[src/rtl/ball_motion_pkg.sv]
// rtl/ball_motion_pkg.sv - playfield geometry, state encodings and shared types for the Pong ball
package ball_motion_pkg;

    localparam int SCREEN_W   = 640;
    localparam int SCREEN_H   = 480;
    localparam int BALL_SIZE  = 8;
    localparam int PADDLE_H   = 64;
    localparam int PADDLE_W   = 8;
    localparam int PADDLE_XL  = 16;
    localparam int PADDLE_XR  = 616;
    localparam int SPEED      = 2;
    localparam int HOLD_TICKS = 60;
    localparam int SCORE_W    = 4;
    localparam int HOLD_W     = $clog2(HOLD_TICKS);

    typedef logic signed [11:0] coord_t;
    typedef logic [9:0]         pos_t;
    typedef logic [SCORE_W-1:0] score_t;
    typedef logic [HOLD_W-1:0]  hold_t;

    localparam logic [1:0] ST_IDLE   = 2'd0;
    localparam logic [1:0] ST_PLAY   = 2'd1;
    localparam logic [1:0] ST_SCORED = 2'd2;

    // Signed working-width constants so every comparison happens before truncation.
    localparam coord_t SPEED_C     = coord_t'(SPEED);
    localparam coord_t BALL_C      = coord_t'(BALL_SIZE);
    localparam coord_t PADDLE_H_C  = coord_t'(PADDLE_H);
    localparam coord_t PADDLE_XL_C = coord_t'(PADDLE_XL);
    localparam coord_t L_FACE_C    = coord_t'(PADDLE_XL + PADDLE_W);
    localparam coord_t PADDLE_XR_C = coord_t'(PADDLE_XR);
    localparam coord_t R_FACE_C    = coord_t'(PADDLE_XR + PADDLE_W);
    localparam coord_t R_STOP_C    = coord_t'(PADDLE_XR - BALL_SIZE);
    localparam coord_t X_MAX_C     = coord_t'(SCREEN_W - BALL_SIZE);
    localparam coord_t Y_MAX_C     = coord_t'(SCREEN_H - BALL_SIZE);

    localparam pos_t  CENTER_X  = pos_t'((SCREEN_W - BALL_SIZE) / 2);
    localparam pos_t  CENTER_Y  = pos_t'((SCREEN_H - BALL_SIZE) / 2);
    localparam hold_t HOLD_LAST = hold_t'(HOLD_TICKS - 1);

    // Direction bits are "moving toward smaller coordinate".
    typedef struct packed {
        pos_t x;
        pos_t y;
        logic dx_neg;
        logic dy_neg;
    } ball_t;

    typedef struct packed {
        logic hit_l;
        logic hit_r;
        logic miss_l;
        logic miss_r;
    } step_evt_t;

    function automatic coord_t widen(input pos_t p);
        return $signed({2'b00, p});
    endfunction

    function automatic score_t sat_inc(input score_t s);
        return (&s) ? s : s + 1'b1;
    endfunction

endpackage

[src/rtl/ball_motion_if.sv]
// rtl/ball_motion_if.sv - game-tick, paddle and ball/score signals between game logic and its peers
interface ball_motion_if;
    import ball_motion_pkg::*;

    logic   tick;
    logic   serve;
    pos_t   paddle_l_y;
    pos_t   paddle_r_y;
    pos_t   ball_x;
    pos_t   ball_y;
    score_t score_l;
    score_t score_r;
    logic   point;
    logic   in_play;

    modport master (
        output tick, serve, paddle_l_y, paddle_r_y,
        input  ball_x, ball_y, score_l, score_r, point, in_play
    );

    modport slave (
        input  tick, serve, paddle_l_y, paddle_r_y,
        output ball_x, ball_y, score_l, score_r, point, in_play
    );

endinterface

[src/rtl/ball_motion_step.sv]
// rtl/ball_motion_step.sv - one-tick ball advance: walls, paddle hits and misses
module ball_motion_step
    import ball_motion_pkg::*;
(
    input  ball_t     cur,
    input  pos_t      paddle_l_y,
    input  pos_t      paddle_r_y,
    output ball_t     nxt,
    output step_evt_t evt
);

    coord_t nx;
    coord_t ny;
    coord_t pl;
    coord_t pr;
    logic   zone_l;
    logic   zone_r;
    logic   over_l;
    logic   over_r;
    logic   hit_l;
    logic   hit_r;
    logic   miss_l;
    logic   miss_r;

    assign pl = widen(paddle_l_y);
    assign pr = widen(paddle_r_y);
    assign nx = cur.dx_neg ? widen(cur.x) - SPEED_C : widen(cur.x) + SPEED_C;
    assign ny = cur.dy_neg ? widen(cur.y) - SPEED_C : widen(cur.y) + SPEED_C;

    // Paddle zones only count when the ball is heading into that paddle.
    assign zone_l = cur.dx_neg && (nx <= L_FACE_C) && (nx + BALL_C > PADDLE_XL_C);
    assign zone_r = !cur.dx_neg && (nx + BALL_C >= PADDLE_XR_C) && (nx < R_FACE_C);
    assign over_l = (ny < pl + PADDLE_H_C) && (ny + BALL_C > pl);
    assign over_r = (ny < pr + PADDLE_H_C) && (ny + BALL_C > pr);

    assign hit_l  = zone_l && over_l;
    assign hit_r  = zone_r && over_r;
    assign miss_l = !hit_l && (nx <= 12'sd0);
    assign miss_r = !hit_r && (nx >= X_MAX_C);

    assign evt = '{hit_l: hit_l, hit_r: hit_r, miss_l: miss_l, miss_r: miss_r};

    always_comb begin
        nxt = cur;

        if (ny <= 12'sd0) begin
            nxt.y      = '0;
            nxt.dy_neg = 1'b0;
        end else if (ny >= Y_MAX_C) begin
            nxt.y      = pos_t'(Y_MAX_C);
            nxt.dy_neg = 1'b1;
        end else begin
            nxt.y = pos_t'(ny);
        end

        // After a miss dx already points at the loser for the next serve.
        if (hit_l) begin
            nxt.x      = pos_t'(L_FACE_C);
            nxt.dx_neg = 1'b0;
        end else if (hit_r) begin
            nxt.x      = pos_t'(R_STOP_C);
            nxt.dx_neg = 1'b1;
        end else if (miss_l) begin
            nxt.x      = '0;
            nxt.dx_neg = 1'b1;
        end else if (miss_r) begin
            nxt.x      = pos_t'(X_MAX_C);
            nxt.dx_neg = 1'b0;
        end else begin
            nxt.x = pos_t'(nx);
        end
    end

endmodule

[src/rtl/ball_motion.sv]
// rtl/ball_motion.sv - Pong ball game logic: serve/play/hold FSM, scoring, per-tick ball advance
module ball_motion
    import ball_motion_pkg::*;
(
    input  logic          clk,
    input  logic          rst,
    ball_motion_if.slave  bus
);

    logic [1:0] state_q;
    logic [1:0] state_d;
    ball_t      ball_q;
    ball_t      ball_d;
    hold_t      hold_q;
    hold_t      hold_d;
    score_t     score_l_q;
    score_t     score_l_d;
    score_t     score_r_q;
    score_t     score_r_d;
    logic       point_q;
    logic       point_d;

    ball_t      step_nxt;
    step_evt_t  step_evt;
    logic       scored_l;
    logic       scored_r;

    ball_motion_step u_step (
        .cur        (ball_q),
        .paddle_l_y (bus.paddle_l_y),
        .paddle_r_y (bus.paddle_r_y),
        .nxt        (step_nxt),
        .evt        (step_evt)
    );

    // A miss past the left edge is a point for the right player and vice versa.
    assign scored_r = step_evt.miss_l && !step_evt.hit_l;
    assign scored_l = step_evt.miss_r && !step_evt.hit_r;

    always_comb begin
        state_d   = state_q;
        ball_d    = ball_q;
        hold_d    = hold_q;
        score_l_d = score_l_q;
        score_r_d = score_r_q;
        point_d   = 1'b0;

        case (state_q)
            ST_IDLE: begin
                if (bus.serve) begin
                    state_d = ST_PLAY;
                end
            end
            ST_PLAY: begin
                if (bus.tick) begin
                    ball_d = step_nxt;
                    if (scored_l || scored_r) begin
                        state_d = ST_SCORED;
                        point_d = 1'b1;
                        hold_d  = '0;
                    end
                    if (scored_r) begin
                        score_r_d = sat_inc(score_r_q);
                    end
                    if (scored_l) begin
                        score_l_d = sat_inc(score_l_q);
                    end
                end
            end
            ST_SCORED: begin
                if (bus.tick) begin
                    if (hold_q == HOLD_LAST) begin
                        state_d  = ST_IDLE;
                        hold_d   = '0;
                        ball_d.x = CENTER_X;
                        ball_d.y = CENTER_Y;
                    end else begin
                        hold_d = hold_q + 1'b1;
                    end
                end
            end
            default: begin
                state_d = ST_IDLE;
            end
        endcase
    end

    always_ff @(posedge clk) begin
        if (rst) begin
            state_q   <= ST_IDLE;
            ball_q    <= '{x: CENTER_X, y: CENTER_Y, dx_neg: 1'b0, dy_neg: 1'b0};
            hold_q    <= '0;
            score_l_q <= '0;
            score_r_q <= '0;
            point_q   <= 1'b0;
        end else begin
            state_q   <= state_d;
            ball_q    <= ball_d;
            hold_q    <= hold_d;
            score_l_q <= score_l_d;
            score_r_q <= score_r_d;
            point_q   <= point_d;
        end
    end

    assign bus.ball_x  = ball_q.x;
    assign bus.ball_y  = ball_q.y;
    assign bus.score_l = score_l_q;
    assign bus.score_r = score_r_q;
    assign bus.point   = point_q;
    assign bus.in_play = (state_q == ST_PLAY);

endmodule
[src/flat_wrapper.sv]
// flat-port wrapper written by rule: the top's interface ports become plain ports
module ball_motion_flat import ball_motion_pkg::*;
  (clk, rst, bus_tick, bus_serve, bus_paddle_l_y, bus_paddle_r_y, bus_ball_x, bus_ball_y, bus_score_l, bus_score_r, bus_point, bus_in_play);
  ball_motion_if bus_i ();
  input  logic clk;
  input  logic rst;
  input wire logic [$bits(bus_i.tick)-1:0] bus_tick;
  input wire logic [$bits(bus_i.serve)-1:0] bus_serve;
  input wire logic [$bits(bus_i.paddle_l_y)-1:0] bus_paddle_l_y;
  input wire logic [$bits(bus_i.paddle_r_y)-1:0] bus_paddle_r_y;
  output wire logic [$bits(bus_i.ball_x)-1:0] bus_ball_x;
  output wire logic [$bits(bus_i.ball_y)-1:0] bus_ball_y;
  output wire logic [$bits(bus_i.score_l)-1:0] bus_score_l;
  output wire logic [$bits(bus_i.score_r)-1:0] bus_score_r;
  output wire logic [$bits(bus_i.point)-1:0] bus_point;
  output wire logic [$bits(bus_i.in_play)-1:0] bus_in_play;
  assign bus_i.tick = bus_tick;
  assign bus_i.serve = bus_serve;
  assign bus_i.paddle_l_y = bus_paddle_l_y;
  assign bus_i.paddle_r_y = bus_paddle_r_y;
  assign bus_ball_x = bus_i.ball_x;
  assign bus_ball_y = bus_i.ball_y;
  assign bus_score_l = bus_i.score_l;
  assign bus_score_r = bus_i.score_r;
  assign bus_point = bus_i.point;
  assign bus_in_play = bus_i.in_play;
  ball_motion u_core (.clk(clk), .rst(rst), .bus(bus_i));
endmodule
[config.mk]
export PLATFORM = sky130hd
export DESIGN_NAME = ball_motion_flat
export DESIGN_NICKNAME = d
export VERILOG_FILES = /design/src/rtl/ball_motion_pkg.sv /design/src/rtl/ball_motion_if.sv /design/src/rtl/ball_motion_step.sv /design/src/rtl/ball_motion.sv /design/src/flat_wrapper.sv
export SDC_FILE = /design/constraint.sdc
export NUM_CORES = 1
export LEC_CHECK = 0
export CAP_MARGIN = 5
export CORE_MARGIN = 8
export CORE_UTILIZATION = 35
export DETAILED_ROUTE_END_ITERATION = 7
export PLACE_DENSITY = 0.54
export SYNTH_ARGS = -nofsm -noshare
export SYNTH_HDL_FRONTEND = slang
export SYNTH_SLANG_ARGS = --single-unit
[constraint.sdc]
create_clock -name clk -period 4.7 [get_ports clk]
set_input_delay 0.94 -clock clk [delete_from_list [all_inputs] [get_ports clk]]
set_output_delay 0.94 -clock clk [all_outputs]
set_load 0.02 [all_outputs]
[Word level (Yosys, flattened, before mapping)]
Index checks and enable logic that the tools add are counted.
W data, S select, Z words.
Operators by class
  $add $sub $neg: 11
  magnitude comparators: 12
  equal/unequal tests: 8
  multiplexer cells: 30
  bitwise logic cells: 4
  reduce and logical (&&, ||, !) cells: 30
Operator list (count)
  $mux W10: 6
  $mux W20: 2
  $pmux W20 S2: 1
  $add A12 B5 Y12 const B: 2
  $ge A12 B11 Y1 const B: 2
  $gt A12 B11 Y1: 2
  $le A12 B1 Y1 const B: 2
  $lt A12 B12 Y1: 2
  $mux W12: 2
  $mux W6: 4
  $reduce_and A4 Y1: 6
  $add A10 B2 Y11 const B: 2
  $add A10 B7 Y11 const B: 2
  $mux W22: 1
  $sub A10 B2 Y11 const B: 2
  $ge A12 B10 Y1 const B: 1
  $gt A12 B6 Y1 const B: 1
  $le A12 B6 Y1 const B: 1
  $logic_and A1 B1 Y1: 12
  $lt A12 B11 Y1 const B: 1
  $pmux W6 S2: 1
  $mux W2: 5
  $add A4 B1 Y4 const B: 2
  $mux W1: 7
  other kinds (16): 26
Storage, ports and cells
  register bits after elaboration: 39
  input port bits: 24
  output and inout port bits: 30

[Logic depth before layout (Yosys ltp)]
Gate-level depths: netlist (run 1).
  word-level depth: 15
  depth in mapped cells: 19

[Cells and area by module]
From an unflattened synthesis (run 1), not the netlist that was laid out.
Unflattened totals
  cell total of the unflattened synthesis: 540
  area total of the unflattened synthesis: 4359.2 µm²
Modules (own cells, without submodules)
  ball_motion_step: times used 1, cells an instance 356, area each 2575.0 µm²
  ball_motion: times used 1, cells an instance 184, area each 1784.2 µm²

[Worst setup path before layout (run 1)]
No wires, ideal clock.
  path kind: register to register
  start point: register u_core.ball_q (netlist bit u_core.bus.ball_y[1])
  end point: register u_core.score_l_q[3] (netlist: u_core.bus.score_l[3])
  arrival time: 3.845 ns
  required time: 4.630 ns
  setup slack: 0.784 ns
  cell stages (with the launch flop): 19
  buffers on the path: 0
  path through: dfxtp_1 > inv_1 > ha_1 > mux2i_1 > xnor2_1 > ha_1 > nand3_1 > xnor2_1 > ha_1 > a21oi_1 > o21ai_0 > and3_1 > a221oi_1 > o21ai_0 > o21ai_0 > a21o_1 > nand3_2 > or3_1 > a21oi_1
On the way
  word-level cells in the longest chain between the ends: 10
Ends and longest elaborated chain
  from (decl): RTL line ball_motion.sv:12  | ball_t ball_q;
  from (signal assigned): RTL line ball_motion.sv:91  | ball_q <= '{x: CENTER_X, y: CENTER_Y, dx_neg: 1'b0, dy_neg: 1'b0};
  from (signal assigned): RTL line ball_motion.sv:98  | ball_q <= ball_d;
  $add A10 B2 Y11 / $sub A10 B2 Y11 (equally long branches): RTL line ball_motion_step.sv:28  | assign ny = cur.dy_neg ? widen(cur.y) - SPEED_C : widen(cur.y) + SPEED_C;
  $mux W12 *: RTL line ball_motion_step.sv:28
  $add A12 B5 Y12: RTL line ball_motion_step.sv:34  | assign over_r = (ny < pr + PADDLE_H_C) && (ny + BALL_C > pr);
  $gt A12 B11 Y1: RTL line ball_motion_step.sv:34
  $logic_and A1 B1 Y1 *: RTL line ball_motion_step.sv:34
  $logic_and A1 B1 Y1 *: RTL line ball_motion_step.sv:37  | assign hit_r = zone_r && over_r;
  $logic_not A1 Y1 *: RTL line ball_motion_step.sv:39, ball_motion.sv:38
  $logic_and A1 B1 Y1: RTL line ball_motion_step.sv:39  | assign miss_r = !hit_r && (nx >= X_MAX_C);
  $logic_and A1 B1 Y1 *: RTL line ball_motion.sv:38  | assign scored_l = step_evt.miss_r && !step_evt.hit_r;
  $reduce_and A4 Y1 (no source line) *
  to (signal assigned): RTL line ball_motion.sv:100  | score_l_q <= score_l_d;
  to (decl): RTL line ball_motion.sv:16  | score_t score_l_q;
Every way passes the cells marked *; elsewhere a longest branch is shown, timed or not.
A chain may end at the register's enable or synchronous reset.

[Worst setup path after layout (run 1)]
  start point: register u_core.ball_q (netlist bit u_core.bus.ball_y[3])
  end point: register u_core.score_l_q[3] (netlist: u_core.bus.score_l[3])
Same word-level chain as after synthesis.

==> results of run 1 <==
## report_power, final
part / internal, W / switching, W / leakage (nW)
clock: 0.000208 / 0.000121 / 0.0690
combinational: 0.000125 / 0.000162 / 1.60
sequential: 0.000321 / 0.0000156 / 0.301
## worst max-delay path by stage
stage | to | slack, ns
global placement | u_core.bus.score_l[3] | 0.41
finish | u_core.bus.score_l[3] | 0.40
detailed placement | u_core.bus.score_l[3] | 0.27
global route | u_core.bus.score_l[3] | 0.03
floorplan | u_core.bus.score_l[3] | 0.78
CTS | u_core.bus.score_l[3] | 0.25
## placed cells by master (no fill, tap or decap), types with 4 or more instances in the layout
master           netlist  routed
a211o_1                4       4
a21o_1                 4       4
a21oi_1               37      37
a221oi_1               4       4
a31oi_1               12      12
and3_1                 6       6
buf_4                 22      10
clkbuf_16              0       5
clkdlybuf4s50_1        0      51
dfxtp_1               37      35
ha_1                  47      47
inv_1                 38      38
mux2i_1                5       5
nand2_1               39      39
nand2b_1               9       9
nand3_1               17      17
nand4_1                8       8
nand4b_1               7       7
nor2_1                33      33
nor2b_1                8       8
nor3_1                11      11
nor4_1                 8       8
o211ai_1              10      10
o21a_1                 4       4
o21ai_0               27      26
or3_1                  7       7
xnor2_1               15      15
xor2_1                 8       8
## timing repair
action,4_1_cts,5_1_grt
endpoints found under the setup margin,0,18
resized for setup,0,5
hold buffers,0,0
buffers inserted,0,1
## sequential cells by signal, summed over array words and instances, names as in the netlist
name	count
u_core.bus.point	1
u_core.bus.score_l	4
u_core.bus.ball_y	9
u_core.hold_q	6
u_core.bus.score_r	4
u_core.ball_q	2
u_core.bus.ball_x	9
u_core.state_q	2
## metal layers
| layer | up-vias | track usage |
|---|---|---|
| li1 | 1983 | - |
| met1 | 1903 | 0.194 |
| met2 | 64 | 0.241 |
| met3 | 12 | 0.0194 |
| met4 | 0 | 0.0410 |
| met5 | - | 0 |
## final cells by class
cell class                      count  share of cell area
Timing Repair Buffer               61               0.120
Clock buffer                        6              0.0284
Sequential cell                    37               0.152
Tap cell                          147              0.0376
Clock inverter                      1             0.00153
Multi-Input combinational cell    412               0.632
Inverter                           38              0.0291
## worst min-delay path, delay by kind of cell (launching register included)
family | cells | cell delay (ns)
AO/OA/AOI/OAI | 1 | 0.06
AND/OR/NAND/NOR | 1 | 0.06
flip-flops | 1 | 0.32
## cell families after synthesis
group / after synthesis / synth area share
muxes: 5 / 0.0118
AOI/OAI and AO/OA: 142 / 0.237
adders and majority gates: 47 / 0.139
xor gates and xnor gates: 30 / 0.0788
DFF: 37 / 0.175
buffers and inverters: 81 / 0.0969
other: 1 / 0.000888
and+or+nand+nor: 186 / 0.260
## through the flow
step	power (W)	instance area [µm²]	util
6_report	0.000951	4890	0.411
5_1_grt	0.00101	4890	0.411
4_1_cts	0.000959	4870	0.409
3_5_place_dp	0.000625	4720	0.397
3_3_place_gp	0.000620	4720	0.397
2_1_floorplan	0.000538	4230	-
==> out/qor.txt, run 1 <==
Sink Count = 37
die outline width = 126 µm
number of levels in the clock H-tree = 2
detail-routed net length per standard cell = 16.6 µm
Port Buffer Count = 51
share of the synthesized area in the top cell type = 0.175
reg-to-reg critical path startpoint = u_core.bus.ball_y[3]
min cycle time layout = 4.30 ns
total number of cells along the worst setup path = 17
clock buffer depth = 2
share of final-layout standard cells stronger than drive strength 1 = 0.0883
MaxCap Viol Count = 0
critical path startpoint = u_core.bus.ball_y[3]
share of flip-flops with an asynchronous set or reset after synthesis = 0
maximum VDD drop = 134 µV
global-route wire length before repair = 19.4 mm
Post-Route Hold Slack = 0.499 ns
Filler Cells Inserted = 1243
clock latency on the worst-skew pair = 0.27 ns
Post-Syn Area = 4220 µm²
Worst Hold Path EP = u_core.hold_q[1]
startpoint class of the critical path = register
endpoint arrival time on the critical path = 4.51 ns
number of failing setup endpoints in the final timing report = 0
ports placed on the boundary = 54
count of distinct cell types in the synthesized netlist = 80
pin count of the biggest net entering global routing = 25
cell taking the most area after synthesis = dfxtp_1
remaining global-route overflow = 0
total half-perimeter wirelength after legalization and detailed placement = 9.31 mm
transition time of the tightest slew-check pin = 0.919 ns
Top Layer Used = met4
final-layout setup total negative slack = 0 ns
Routed Antenna Nets = 0
type of the worst setup path = reg2reg
clock tree from TritonCTS = built
worst-case setup margin in the final layout = 0.401 ns
Max Transition Viols Final = 0
clock input transition at the sequential cells of the worst setup and hold paths = 0.06 ns
amount of wire on met3 after detailed routing = 336 µm
height of the chip = 126 µm
number of hold violations in the final report = 0
synthesis-to-finish area growth = 15.9%
Root Buffer Master = clkbuf_16
detailed route wirelength on metal2 = 5.46 mm
worst-path cell with the longest stage delay = dfxtp_1
post-placement cell count = 694
Reg2Reg Setup Slack = 0.40 ns
crit-path max FO = 11
Final Wtd Congestion = 0.839
dominant register cell in the synthesized netlist = dfxtp_1
post-layout instance count excluding filler cells = 702
multi-input combinational cell area = 3090 µm²
Ant. Diodes = 0
Post-Syn Area per Cell = 7.98 µm²
yosys synthesis warning count = 0
element type at the critical path end = register
largest stage delay on the critical path = 0.42 ns
R2R depth = 17
power per cell area = 194 nW/µm²
capturing point of the worst reg2reg path = u_core.bus.score_l[3]
Starting Density = 0.355
hold path startpoint = u_core.hold_q[1]
number of synthesized register bits = 37
Worst Setup Slack post-DPL = 0.272 ns
number of nets in the layout = 626
count of flip-flops with a built-in enable after synthesis = 0
status = completed
vias post-DR = 3962
number of vias per cell = 5.64
list of cells traversed by the critical path = and4b_1 -> or3_1 -> and2_1 -> ha_1 -> nand3_1 -> nor2_1 -> xnor2_1 -> ha_1 -> nand4_1 -> nor2_1 -> a221oi_1 -> o21ai_0 -> o21ai_1 -> a21o_1 -> nand3_2 -> or3_1 -> a21oi_1
period utilization = 0.915
initial antenna violation count = 0
remaining design rule violation count = 0
Synth top cells by count = ha_1, nand2_1, inv_1
standard-cell rows = 40
number of cells produced by synthesis = 529
Max Fclk = 233 MHz
Clock Skew = 0.00581 ns
floorplan core area = 11900 µm²
cell depth of the worst min-delay path = 2
Routed met1 length = 5.67 mm
DRT iter0 DRCs = 223
Required @ worst endpoint = 4.91 ns
leakage power total = 1.97 nW
number of global-route vias before repair = 3909
dominant cells by area after synthesis = dfxtp_1, ha_1, a21oi_1
sequential-to-total area share from yosys stat = 0.175
area used by sequential logic in the layout = 743 µm²
dominant delay contributor by cell family on the critical path = simple AND/OR/NAND/NOR gates
die area = 15800 µm²
wire length after detailed routing = 11.6 mm
worst min-delay path category = reg2reg
unrepaired setup endpoints after global routing = no
count leader, synth = ha_1
iteration count of the initial detailed-routing pass = 4
number of buffers added by the clock tree synthesis step = 5
count of buffer and inverter cells on the critical path = 0
total global-route track usage = 0.146
worst slew margin relative to its limit = 0.385
Note: power is estimated with default switching activity, not from simulation.
==> inputs of run 2 (changes only) <==
CORE_UTILIZATION = 40   (was 35)
DONT_BUFFER_PORTS = 1   (was unset)
GPL_TIMING_DRIVEN = 0   (was unset)
PLACE_DENSITY = 0.53   (was 0.54)
==> run 2 against run 1 <==
  * Final area is 6.4% lower
  * Critical path depth up 1
  * Combinational power decreased by 7.0%
  * Flip-flop and latch count did not move
  * Die area down 11%
  * Sequential power decreased by 1%
  * Core utilization increased by 3.5 points
  * Sequential share of layout area is 1.0 points higher
  * Clock-buffer cell count shrank 1
  * Largest cell class unchanged
  * Total power decreased by 7.1%
  * Register-to-register slack lost 0.04 ns
==> out/qor.txt, run 2 (synthesized netlist as in run 1, its figures left out) <==
Root Buffer Master = clkbuf_8
endpoint arrival time on the critical path = 4.57 ns
Reg2Reg Setup Slack = 0.36 ns
number of failing setup endpoints in the final timing report = 0
worst slew margin relative to its limit = 0.598
pin count of the biggest net entering global routing = 14
number of global-route vias before repair = 3824
remaining design rule violation count = 0
worst min-delay path category = reg2reg
iteration count of the initial detailed-routing pass = 5
detail-routed net length per standard cell = 17.2 µm
MaxCap Viol Count = 0
critical path capture point = u_core.bus.score_l[3]
area used by sequential logic in the layout = 742 µm²
commonest non-fill, non-tap cell in the layout = ha_1
number of vias per cell = 5.86
synthesis-to-finish area growth = 8.44%
min cycle time layout = 4.34 ns
height of the chip = 119 µm
clock input transition at the sequential cells of the worst setup and hold paths = 0.08 ns
Filler Cells Inserted = 1043
R2R depth = 18
multi-input combinational cell area = 3130 µm²
transition time of the tightest slew-check pin = 0.601 ns
Clock Skew = 0.00643 ns
Routed Antenna Nets = 0
post-placement cell count = 666
floorplan core area = 10300 µm²
standard-cell rows = 37
part of the power in registers = 0.375
maximum VDD drop = 138 µV
Final Power = 0.000884 W
element type at the critical path end = register
initial antenna violation count = 0
global-route wire length before repair = 19.1 mm
Final Wtd Congestion = 0.820
Sink Count = 37
Ant. Diodes = 0
status = completed
DRT iter0 DRCs = 279
period utilization = 0.924
startpoint class of the critical path = register
Port Buffer Count = 0
switching share of total power = 0.338
number of buffers added by the clock tree synthesis step = 5
Starting Density = 0.411
internal power consumption = 0.000585 W
clock buffer depth = 2
vias post-DR = 3962
die area = 14100 µm²
hold path startpoint = u_core.state_q[0]
power per cell area = 193 nW/µm²
clock tree from TritonCTS = built
unrepaired setup endpoints after global routing = no
clock network power share = 0.323
total global-route track usage = 0.160
die outline width = 119 µm
crit-path max FO = 10
type of the worst setup path = reg2reg
capturing point of the worst reg2reg path = u_core.bus.score_l[3]
number of levels in the clock H-tree = 2
Net Sw Power = 0.000299 W
clock latency on the worst-skew pair = 0.30 ns
Comb pwr share = 0.302
ports placed on the boundary = 54
Required @ worst endpoint = 4.93 ns
commonest non-fill, non-tap cells in the layout = ha_1, nand2_1, inv_1
reg-to-reg critical path startpoint = u_core.bus.ball_y[1]
Max Transition Viols Final = 0
remaining global-route overflow = 0
total half-perimeter wirelength after legalization and detailed placement = 9.10 mm
share of final-layout standard cells stronger than drive strength 1 = 0.144
wire length after detailed routing = 11.6 mm
number of hold violations in the final report = 0
leakage power total = 1.89 nW
Max Fclk = 230 MHz
number of nets in the layout = 610
critical path startpoint = u_core.bus.ball_y[1]
post-layout instance count excluding filler cells = 676
-- run 2: cell type report --
class / count / area share
multi-input cells: 412 / 0.682
flip-flops and latches: 37 / 0.162
plain buffers: 42 / 0.0574
well taps: 136 / 0.0371
inverters: 38 / 0.0311
clock buffers: 5 / 0.0150
clock inverters: 3 / 0.0101
repair buffers: 3 / 0.00492
-- run 2: power by group through the flow --
stage | Sequential (W) | Clock, W | Combinational, W
2_1_floorplan | 0.000335 | 0 | 0.000203
3_3_place_gp | 0.000338 | 0 | 0.000255
3_5_place_dp | 0.000338 | 0 | 0.000258
4_1_cts | 0.000331 | 0.000290 | 0.000260
5_1_grt | 0.000333 | 0.000302 | 0.000298
6_report | 0.000331 | 0.000286 | 0.000267
-- run 2: per-layer routing --
layer | global-route usage | wire length (µm) | up-vias | share of wire
li1 | - | - | 1956 | -
met1 | 0.203 | 5290 | 1890 | 0.46
met2 | 0.271 | 5450 | 101 | 0.47
met3 | 0.0319 | 698 | 15 | 0.060
met4 | 0.0419 | 177 | 0 | 0.015
met5 | 0 | 0 | - | 0
-- run 2: worst min-delay path by stage --
stage	cells past startpoint	slack, ns	end
after floorplan	1	0.46	u_core.state_q[0]
after global placement	1	0.48	u_core.state_q[0]
after detailed placement	1	0.48	u_core.state_q[0]
after CTS	2	0.51	u_core.hold_q[1]
after global routing	1	0.55	u_core.state_q[0]
final	1	0.50	u_core.state_q[0]
-- run 2: worst max-delay path, stage by stage, from the launching register on --
cell       delay (ns)
dfxtp_2          0.38
inv_1            0.13
ha_1             0.24
nand3b_1         0.13
o2bb2ai_1        0.23
xor2_2           0.50
nand2_2          0.16
nor2_1           0.15
xnor2_1          0.19
ha_1             0.32
nand4_1          0.13
nor2_1           0.07
a221oi_1         0.35
o21ai_0          0.13
o21ai_1          0.24
a21o_1           0.23
nand3_2          0.16
or3_1            0.39
a21oi_1          0.14
-- run 2: timing repair --
action,in CTS,in global routing
hold buffers,0,0
gates resized for setup,2,7
hold endpoints to repair,0,0
pin swaps,0,1
endpoints found under the setup margin,2,22
buffers inserted,0,3
-- run 2: metrics by stage --
stage          setup WS (ns)  utilization  hold WS (ns)  area, µm²  setup TNS (ns)
2_1_floorplan          0.784            -         0.457       4230               0
3_3_place_gp         -0.0220        0.428         0.481       4400         -0.0220
3_5_place_dp         -0.0327        0.428         0.484       4400         -0.0327
4_1_cts               0.0610        0.440         0.508       4520               0
5_1_grt               0.0418        0.446         0.548       4580               0
6_report               0.358        0.446         0.501       4580               0
==> inputs of run 3 (changes only) <==
CTS_CLUSTER_SIZE = 14   (was unset)
clock period = 4.63 ns   (was 4.7 ns; I/O delays follow)
==> run 3 against run 2 <==
  * Worst hold slack lost 0.0034 ns
  * Clock power grew 1%
  * Critical path type unchanged
  * First-iteration DRC count grew 1.1%
==> out/qor.txt, run 3 (synthesized netlist as in run 1, its figures left out) <==
count of buffer and inverter cells on the critical path = 1
internal power consumption = 0.000594 W
part of the power in registers = 0.375
Sink Count = 37
clock network power share = 0.323
wire length after detailed routing = 11.6 mm
initial antenna violation count = 0
DRT iter0 DRCs = 282
total global-route track usage = 0.161
detail-routed net length per standard cell = 17.2 µm
Finished Cell Area = 4580 µm²
worst min-delay path category = reg2reg
die outline width = 119 µm
transition time of the tightest slew-check pin = 0.606 ns
Root Buffer Master = clkbuf_8
pin count of the biggest net entering global routing = 14
Cell Area, Placed = 4400 µm²
vias post-DR = 3916
power per cell area = 196 nW/µm²
clock latency on the worst-skew pair = 0.29 ns
post-layout instance count excluding filler cells = 675
floorplan core area = 10300 µm²
remaining design rule violation count = 0
Max Transition Viols Final = 0
total half-perimeter wirelength after legalization and detailed placement = 9.10 mm
min cycle time layout = 4.29 ns
MaxCap Viol Count = 0
worst slew margin relative to its limit = 0.594
startpoint class of the critical path = register
clock tree from TritonCTS = built
number of nets in the layout = 609
type of the worst setup path = reg2reg
Post-Route Hold Slack = 0.498 ns
element type at the critical path end = register
Net Sw Power = 0.000303 W
Port Buffer Count = 0
die area = 14100 µm²
Starting Density = 0.411
Routed Antenna Nets = 0
period utilization = 0.926
endpoint arrival time on the critical path = 4.51 ns
switching share of total power = 0.338
iteration count of the initial detailed-routing pass = 5
number of buffers added by the clock tree synthesis step = 5
Required @ worst endpoint = 4.86 ns
height of the chip = 119 µm
dominant delay contributor by cell family on the critical path = compound AO/OA/AOI/OAI gates
largest stage delay on the critical path = 0.44 ns
share of final-layout standard cells stronger than drive strength 1 = 0.145
remaining global-route overflow = 0
ports placed on the boundary = 54
synthesis-to-finish area growth = 8.32%
unrepaired setup endpoints after global routing = yes
crit-path max FO = 10
Filler Cells Inserted = 1043
number of hold violations in the final report = 0
Clock Skew = 0.00727 ns
number of levels in the clock H-tree = 2
number of vias per cell = 5.80
Final Wtd Congestion = 0.820
number of failing setup endpoints in the final timing report = 0
Worst Setup Slack post-DPL = -0.103 ns
global-route wire length before repair = 19.1 mm
worst-path cell with the longest stage delay = dfxtp_2
Comb pwr share = 0.302
worst-case setup margin in the final layout = 0.344 ns
commonest non-fill, non-tap cell in the layout = ha_1
status = completed
Max Fclk = 233 MHz
maximum VDD drop = 140 µV
post-placement cell count = 666
clock input transition at the sequential cells of the worst setup and hold paths = 0.08 ns
clock buffer depth = 2
leakage power total = 1.89 nW
Ant. Diodes = 0
standard-cell rows = 37
number of global-route vias before repair = 3825
commonest non-fill, non-tap cells in the layout = ha_1, nand2_1, inv_1
list of cells traversed by the critical path = inv_1 -> ha_1 -> mux2i_1 -> xnor2_2 -> ha_2 -> nand3_2 -> nor2_1 -> xnor2_1 -> ha_1 -> nand4_1 -> nor2_1 -> a221oi_1 -> o21ai_0 -> o21ai_1 -> a21o_1 -> nand3_2 -> or3_1 -> a21oi_1
run 3: cell types whose count changed in the layout (fill, tap and decap cells not counted), sizes merged:
| cell | before | now |
|---|---|---|
| buf | 33 | 32 |
run 3: power by group through the flow:
stage               logic [W]  registers [W]  clock network, W
global placement     0.000258       0.000343                 0
CTS                  0.000265       0.000336          0.000294
detailed placement   0.000262       0.000343                 0
global route         0.000302       0.000338          0.000306
floorplan            0.000206       0.000340                 0
finish               0.000271       0.000336          0.000290
run 3: repair_timing:
action	CTS	global route
hold buffers	0	0
endpoints found under the setup margin	2	22
pin swaps	1	1
gates resized for setup	3	7
cloned	0	0
buffers inserted	1	1
run 3: path summary, 6_finish.rpt:
| kind | cells after the start | slack [ns] | start | to |
|---|---|---|---|---|
| worst max-delay path | 18 | 0.34 | u_core.bus.ball_y[1] | u_core.bus.score_l[3] |
| worst min-delay path | 1 | 0.50 | u_core.state_q[0] | u_core.state_q[0] |
| worst max register to register | 18 | 0.34 | u_core.bus.ball_y[1] | u_core.bus.score_l[3] |
| worst min register to register | 1 | 0.50 | u_core.state_q[0] | u_core.state_q[0] |
run 3: layout make-up:
class	count	area (µm²)	share of cell area
clock buffer	5	68.8	0.0150
buffer	42	263	0.0574
sequential	37	742	0.162
tap	136	170	0.0372
multi-input combinational	412	3130	0.684
clock inverter	3	46.3	0.0101
timing repair buffer	2	15.0	0.00328
inverter	38	143	0.0312
run 3: metal layers:
| metal | share of wire | global-route usage |
|---|---|---|
| met5 | 0 | 0 |
| met3 | 0.058 | 0.0319 |
| met1 | 0.46 | 0.204 |
| met4 | 0.014 | 0.0419 |
| met2 | 0.47 | 0.271 |
run 3: metrics by stage:
| step | util | TNS [ns] | power (W) |
|---|---|---|---|
| after floorplan | - | 0 | 0.000546 |
| after CTS | 0.441 | 0 | 0.000895 |
| after global placement | 0.428 | -0.149 | 0.000602 |
| final | 0.445 | 0 | 0.000897 |
| after detailed placement | 0.428 | -0.155 | 0.000605 |
| after global routing | 0.445 | -0.0104 | 0.000946 |
